--- src/rtl/vga_timing_monitor.sv ---
// Receive-side VGA timing checker: measures line/frame periods and sync widths,
// counts lit pixels per frame, and reports lock status plus a saturating error count.
module vga_timing_monitor #(
  parameter int H_TOTAL         = 800,
  parameter int H_SYNC          = 96,
  parameter int V_TOTAL         = 525,
  parameter int V_SYNC          = 2,
  parameter int LOCK_FRAMES     = 2,
  parameter int SYNC_ACTIVE_LOW = 1
) (
  input  logic        clk,
  input  logic        reset,
  input  logic        hsync,
  input  logic        vsync,
  input  logic        red,
  input  logic        green,
  input  logic        blue,
  output logic [10:0] h_period,
  output logic [10:0] h_width,
  output logic [9:0]  v_period,
  output logic [9:0]  v_width,
  output logic [18:0] lit_pixels,
  output logic [7:0]  err_count,
  output logic        frame_tick,
  output logic        locked
);

  localparam logic        POL_C     = (SYNC_ACTIVE_LOW != 0);
  localparam logic [10:0] H_TOTAL_C = 11'(H_TOTAL);
  localparam logic [10:0] H_SYNC_C  = 11'(H_SYNC);
  localparam logic [9:0]  V_TOTAL_C = 10'(V_TOTAL);
  localparam logic [9:0]  V_SYNC_C  = 10'(V_SYNC);
  localparam logic [7:0]  LOCK_C    = 8'(LOCK_FRAMES);
  localparam logic [10:0] H_MAX_C   = 11'h7FF;
  localparam logic [9:0]  V_MAX_C   = 10'h3FF;
  localparam logic [18:0] PIX_MAX_C = 19'h7FFFF;
  localparam logic [7:0]  ERR_MAX_C = 8'hFF;

  logic        h_act_r, v_act_r, pix_r;
  logic        h_prev_r, v_prev_r;
  logic        h_rise_s, h_fall_s, v_rise_s, v_fall_s;
  logic [10:0] h_cnt_r, hw_cnt_r;
  logic [9:0]  v_cnt_r, vw_cnt_r;
  logic [18:0] pix_cnt_r;
  logic        h_armed_r, v_armed_r, hw_valid_r, vw_valid_r;
  logic        frame_ok_r;
  logic [7:0]  good_frames_r;

  logic [10:0] h_cnt_inc_s, hw_cnt_inc_s;
  logic [9:0]  v_cnt_inc_s, vw_cnt_inc_s;
  logic [18:0] pix_cnt_inc_s;
  logic        h_per_err_s, h_wid_err_s, v_per_err_s, v_wid_err_s;
  logic        h_to_s, v_to_s, err_s;
  logic [7:0]  gf_next_s;
  logic        fok_next_s, lock_next_s;

  assign h_rise_s = h_act_r & ~h_prev_r;
  assign h_fall_s = ~h_act_r & h_prev_r;
  assign v_rise_s = v_act_r & ~v_prev_r;
  assign v_fall_s = ~v_act_r & v_prev_r;

  // Input sampling and one-cycle history for edge detection
  always_ff @(posedge clk or posedge reset) begin
    if (reset) begin
      h_act_r  <= 1'b0;
      v_act_r  <= 1'b0;
      pix_r    <= 1'b0;
      h_prev_r <= 1'b0;
      v_prev_r <= 1'b0;
    end else begin
      h_act_r  <= hsync ^ POL_C;
      v_act_r  <= vsync ^ POL_C;
      pix_r    <= red | green | blue;
      h_prev_r <= h_act_r;
      v_prev_r <= v_act_r;
    end
  end

  // Saturating increments, per-check errors and lock bookkeeping for this cycle
  always_comb begin
    h_cnt_inc_s   = (h_cnt_r == H_MAX_C) ? H_MAX_C : h_cnt_r + 11'd1;
    hw_cnt_inc_s  = (hw_cnt_r == H_MAX_C) ? H_MAX_C : hw_cnt_r + 11'd1;
    v_cnt_inc_s   = (v_cnt_r == V_MAX_C) ? V_MAX_C : v_cnt_r + 10'd1;
    vw_cnt_inc_s  = (vw_cnt_r == V_MAX_C) ? V_MAX_C : vw_cnt_r + 10'd1;
    pix_cnt_inc_s = (pix_cnt_r == PIX_MAX_C) ? PIX_MAX_C : pix_cnt_r + 19'd1;

    h_per_err_s = h_rise_s & h_armed_r & (h_cnt_inc_s != H_TOTAL_C);
    h_wid_err_s = h_fall_s & hw_valid_r & (hw_cnt_r != H_SYNC_C);
    v_per_err_s = v_rise_s & v_armed_r & (v_cnt_r != V_TOTAL_C);
    v_wid_err_s = v_fall_s & vw_valid_r & (vw_cnt_r != V_SYNC_C);
    // Timeouts fire only on the step into saturation, so a stuck sync costs one error
    h_to_s = ~h_rise_s & (h_cnt_r == (H_MAX_C - 11'd1));
    v_to_s = h_rise_s & ~v_rise_s & (v_cnt_r == (V_MAX_C - 10'd1));
    err_s  = h_per_err_s | h_wid_err_s | v_per_err_s | v_wid_err_s | h_to_s | v_to_s;

    gf_next_s   = good_frames_r;
    fok_next_s  = frame_ok_r;
    lock_next_s = locked;
    if (err_s) begin
      gf_next_s   = 8'd0;
      fok_next_s  = 1'b0;
      lock_next_s = 1'b0;
    end else if (v_rise_s) begin
      if (v_armed_r && frame_ok_r && (good_frames_r < LOCK_C)) begin
        gf_next_s = good_frames_r + 8'd1;
      end else begin
        gf_next_s = good_frames_r;
      end
      fok_next_s  = 1'b1;
      lock_next_s = (gf_next_s >= LOCK_C);
    end else begin
      gf_next_s   = good_frames_r;
      fok_next_s  = frame_ok_r;
      lock_next_s = locked;
    end
  end

  // Horizontal period and sync-width measurement
  always_ff @(posedge clk or posedge reset) begin
    if (reset) begin
      h_cnt_r  <= 11'd0;
      hw_cnt_r <= 11'd0;
      h_period <= 11'd0;
      h_width  <= 11'd0;
    end else begin
      if (h_rise_s) begin
        h_period <= h_cnt_inc_s;
        h_cnt_r  <= 11'd0;
      end else begin
        h_cnt_r  <= h_cnt_inc_s;
      end
      if (h_act_r) begin
        hw_cnt_r <= h_rise_s ? 11'd1 : hw_cnt_inc_s;
      end else begin
        hw_cnt_r <= 11'd0;
      end
      if (h_fall_s) begin
        h_width <= hw_cnt_r;
      end
    end
  end

  // Vertical period and sync-width measurement, in lines
  always_ff @(posedge clk or posedge reset) begin
    if (reset) begin
      v_cnt_r  <= 10'd0;
      vw_cnt_r <= 10'd0;
      v_period <= 10'd0;
      v_width  <= 10'd0;
    end else begin
      // An hsync edge coincident with the vsync edge belongs to the new frame
      if (v_rise_s) begin
        v_period <= v_cnt_r;
        v_cnt_r  <= h_rise_s ? 10'd1 : 10'd0;
        vw_cnt_r <= h_rise_s ? 10'd1 : 10'd0;
      end else begin
        if (h_rise_s) begin
          v_cnt_r <= v_cnt_inc_s;
        end
        if (h_rise_s && v_act_r) begin
          vw_cnt_r <= vw_cnt_inc_s;
        end
      end
      if (v_fall_s) begin
        v_width <= vw_cnt_r;
      end
    end
  end

  // Lit-pixel accumulation, published once per frame
  always_ff @(posedge clk or posedge reset) begin
    if (reset) begin
      pix_cnt_r  <= 19'd0;
      lit_pixels <= 19'd0;
    end else if (v_rise_s) begin
      lit_pixels <= pix_cnt_r;
      pix_cnt_r  <= {18'd0, pix_r};
    end else if (pix_r) begin
      pix_cnt_r  <= pix_cnt_inc_s;
    end
  end

  // Arming: the first interval after reset is never checked
  always_ff @(posedge clk or posedge reset) begin
    if (reset) begin
      h_armed_r  <= 1'b0;
      v_armed_r  <= 1'b0;
      hw_valid_r <= 1'b0;
      vw_valid_r <= 1'b0;
    end else begin
      if (h_rise_s) begin
        h_armed_r  <= 1'b1;
        hw_valid_r <= h_armed_r;
      end
      if (v_rise_s) begin
        v_armed_r  <= 1'b1;
        vw_valid_r <= v_armed_r;
      end
    end
  end

  // Error counting, clean-frame tracking, lock and frame tick
  always_ff @(posedge clk or posedge reset) begin
    if (reset) begin
      err_count     <= 8'd0;
      good_frames_r <= 8'd0;
      frame_ok_r    <= 1'b0;
      locked        <= 1'b0;
      frame_tick    <= 1'b0;
    end else begin
      if (err_s && (err_count != ERR_MAX_C)) begin
        err_count <= err_count + 8'd1;
      end
      good_frames_r <= gf_next_s;
      frame_ok_r    <= fok_next_s;
      locked        <= lock_next_s;
      frame_tick    <= v_rise_s;
    end
  end

endmodule
--- config.mk ---
export PLATFORM = sky130hd
export DESIGN_NAME = vga_timing_monitor
export DESIGN_NICKNAME = d
export VERILOG_FILES = /design/src/rtl/vga_timing_monitor.sv
export SDC_FILE = /design/constraint.sdc
export NUM_CORES = 1
export LEC_CHECK = 0
export ABC_AREA = 1
export BUFFER_PORTS_ARGS = -buffer_cell sky130_fd_sc_hd__clkbuf_2
export CAP_MARGIN = 20
export CORE_ASPECT_RATIO = 0.6
export CORE_UTILIZATION = 59
export CTS_CLUSTER_SIZE = 28
export DETAILED_ROUTE_END_ITERATION = 10
export PLACE_DENSITY_LB_ADDON = 0.1
export RECOVER_POWER = 100
export SLEW_MARGIN = 10
export SYNTH_ARGS = -nofsm -noshare
export SYNTH_HDL_FRONTEND = slang
export SYNTH_SLANG_ARGS = --single-unit
--- constraint.sdc ---
create_clock -name clk -period 5.1 [get_ports clk]
set_input_delay 0.51 -clock clk [delete_from_list [all_inputs] [get_ports clk]]
set_output_delay 0.51 -clock clk [all_outputs]
set_load 0.1 [all_outputs]
==> results.md <==
* Max-cap violations at 1
* CTS Buf Count at 17
* Sequential fraction of the synthesis area at 53.5%
* Routed len/inst at 14.6 µm
* Netlist cell types at 41
* Vias per inst at ~5.4
* Status: finished, violations left
* Clk slew on worst S/H paths at 0.06 ns
* Antenna-violating nets left at 0
* CTS H-tree depth at 4
* Initial antenna violation count at 0
* Ys flop type: dfrtp_1
* Mapped cell area at 7020 µm²
* Setup Buffers After CTS at 0
* Crit path largest cell delay at 0.75 ns
* Slew headroom at -35.4%
* Final hold vios at 0
* CP most frequent cell: nand2_1
* Final setup TNS at 0 ns
* Die width at 143 µm
* Pint at approximately 2200 µW
* Static leakage at 0.00386 µW
* Tcrit/Tclk final at between 70% and 80%
* Skew-Pair Late Insertion Delay at around 0.42 ns
* Slowest CP cell: nor2_1
* Post-layout nets at 921
* Syn. warnings at 0
* GRT Residual Overflow at 0
* Ratio of cells with drive above 1 in the final layout at 5.81%
* I/O pins at 78
* Tot Pwr at 3370 µW
* Detailed placement HPWL at between 10 and 15 mm
* Combinational power share at about a fifth
* Final wirelength at 15.7 mm
* Crit path capture type: flop
* Worst path cell trace: inv_1 -> nor2_1 -> inv_1 -> nor2_1 -> nand3_1 -> nand3_1 -> nor2_1 -> nand2_1 -> nand2_1 -> nand2_1 -> nand2_1
* Peak Freq at approximately 0.28 GHz
* Net switching power at 1160 µW
* HP Class: in -> reg
* DRT iter0 DRCs at 488
* Worst EP required at 5.40 ns
* RSZ-0062 raised after global routing: false
* Die Y at between 80 and 90 µm
* # hold bufs at CTS at 0
* Number of remaining DRC errors at 0
* Crit path max fanout at 30
* Async S/R FF share, synth at 100%
* Die Area at 12400 µm²
* Starting Density at about three fifths
* Final Instance Area at between 7000 and 8000 µm²
* Pwr Density at 422 nW/µm²
* CTS sink count at 150
* Area growth syn-to-layout at 13.8%
* Cells resized by post-CTS repair at 0
* Core ar. at about 11000 µm²
* Via count at about 5800
* Post-DP Area at 7530 µm²
* Critical path type: reg -> reg
* I/O Buffers at 77
* Cells after Synth at 824
* Max-slew violations at 85
* Drt pass-1 iters at 5
* Top delay family on crit path: simple AND/OR/NAND/NOR gates
* Ant. Diodes at 0
* Root Driver: clkbuf_16
* Arr. time, crit path at 3.94 ns
* Min cycle time layout at 3.64 ns
* Vias in the first global route at around 5400
* Final setup viols at 0
* Failing checks: max-capacitance violations, max-slew violations
* Syn Nets at 843
* Largest net degree at the start of global routing at 118
* Maximum VDD drop at 424 µV
* GPL Wtd Cong at 0.919
* Reg power frac at 40.6%
* Clock Path Buffers at 2
* Sw Share at 34.5%
* Clk pwr share at 38.1%
* Cell Rows at 30
* Least-Margin Pin Slew at 2.03 ns
* CP bufs+invs at 2
* Final Skew at 0.0112 ns
* Synth Register Bits at 150
* CP Launch Type: flop
* CTS tree: yes
* GRT Overall Usage at 27.1%
* First-pass GRT wire length at 25.6 mm
* Post-synth EDFFs at 0
* Avg Inst Size Synth at ~8.5 µm²
-- cell type report --
| type | count | area (µm²) |
|---|---|---|
| flip-flops and latches | 150 | 3750 |
| fillers | 926 | 3450 |
| multi-input cells | 528 | 2650 |
| clock buffers | 22 | 484 |
| inverters | 124 | 467 |
| repair buffers | 81 | 319 |
| well taps | 160 | 200 |
| clock inverters | 7 | 119 |
-- state kept, by name (all words and copies together) (netlist names), 11 cells and up --
register and cells:
lit_pixels 19, pix_cnt_r 19, h_cnt_r 11, h_period 11, h_width 11, hw_cnt_r 11
-- cells in the mapped netlist, types with 12 or more instances --
master / number / share of area, %
nand4_1: 12 / 1.1
clkbuf_1: 15 / 0.80
o21ai_0: 99 / 7.1
xor2_1: 18 / 2.2
nor2_1: 64 / 3.4
o22ai_1: 15 / 1.3
inv_1: 120 / 6.4
a21oi_1: 24 / 1.7
nand2_1: 175 / 9.4
nand3_1: 44 / 3.1
ha_1: 12 / 2.1
dfrtp_1: 150 / 53
-- final timing paths --
kind / start / to / slack [ns] / cells after the start
max reg2reg: h_act_r / err_count[6] / 1.46 / 11
min: hsync / h_act_r / 0.24 / 2
max in group asynchronous: reset / v_period[1] / 1.94 / 4
min reg2reg: v_act_r / v_prev_r / 0.39 / 0
max: h_act_r / err_count[6] / 1.46 / 11
min in group asynchronous: reset / err_count[0] / 0.38 / 2
-- cells in the final DEF (no fill, tap or decap), types with 12 or more instances in the layout --
master     instances
o22ai_1           15
xor2_1            18
clkbuf_16         17
o21ai_0          101
dfrtp_1          150
nand2_1          180
inv_1            121
nor2_1            69
ha_1              12
nand4_1           12
a21oi_1           24
clkbuf_1          74
nand3_1           45
-- per-stage QoR --
stage / cells / worst slack (ns) / hold WS [ns] / utilization [%]
final: 1072 / 1.46 / 0.238 / 69.8
after global routing: 1072 / 1.01 / 0.234 / 69.8
after CTS: 1071 / 2.25 / 0.227 / 71.0
after detailed placement: 1042 / 2.25 / 0.372 / 65.8
after global placement: 1042 / 2.40 / 0.364 / 65.8
after floorplan: 824 / 0.554 / 0.354 / -
-- power by group through the flow --
stage	sequential, µW	combinational (µW)	clock [µW]
after floorplan	1740	242	0
after global placement	1380	713	0
after detailed placement	1390	729	0
after CTS	1370	736	1300
after global routing	1380	763	1340
final	1370	716	1290
-- per-layer routing --
| layer | up-vias | wire length (µm) | share of wire [%] | global-route usage, % |
|---|---|---|---|---|
| li1 | 2801 | - | - | - |
| met1 | 2769 | 7800 | 50 | 39.3 |
| met2 | 194 | 6810 | 43 | 41.1 |
| met3 | 20 | 906 | 5.8 | 5.52 |
| met4 | 0 | 176 | 1.1 | 8.70 |
| met5 | - | 0 | 0 | 0 |
-- kinds of logic after synthesis --
logic type               count (synthesis)  share of synthesized area [%]
multiplexers                             2                          0.321
AO/OA/AOI/OAI                          159                           12.3
AND/OR/NAND/NOR                        332                           20.8
buffers and inverters                  146                           8.13
flip-flops                             150                           53.5
XOR/XNOR                                23                           2.87
adder cells (fa/ha/maj)                 12                           2.14
No activity file was read; power rests on OpenSTA's default activity.
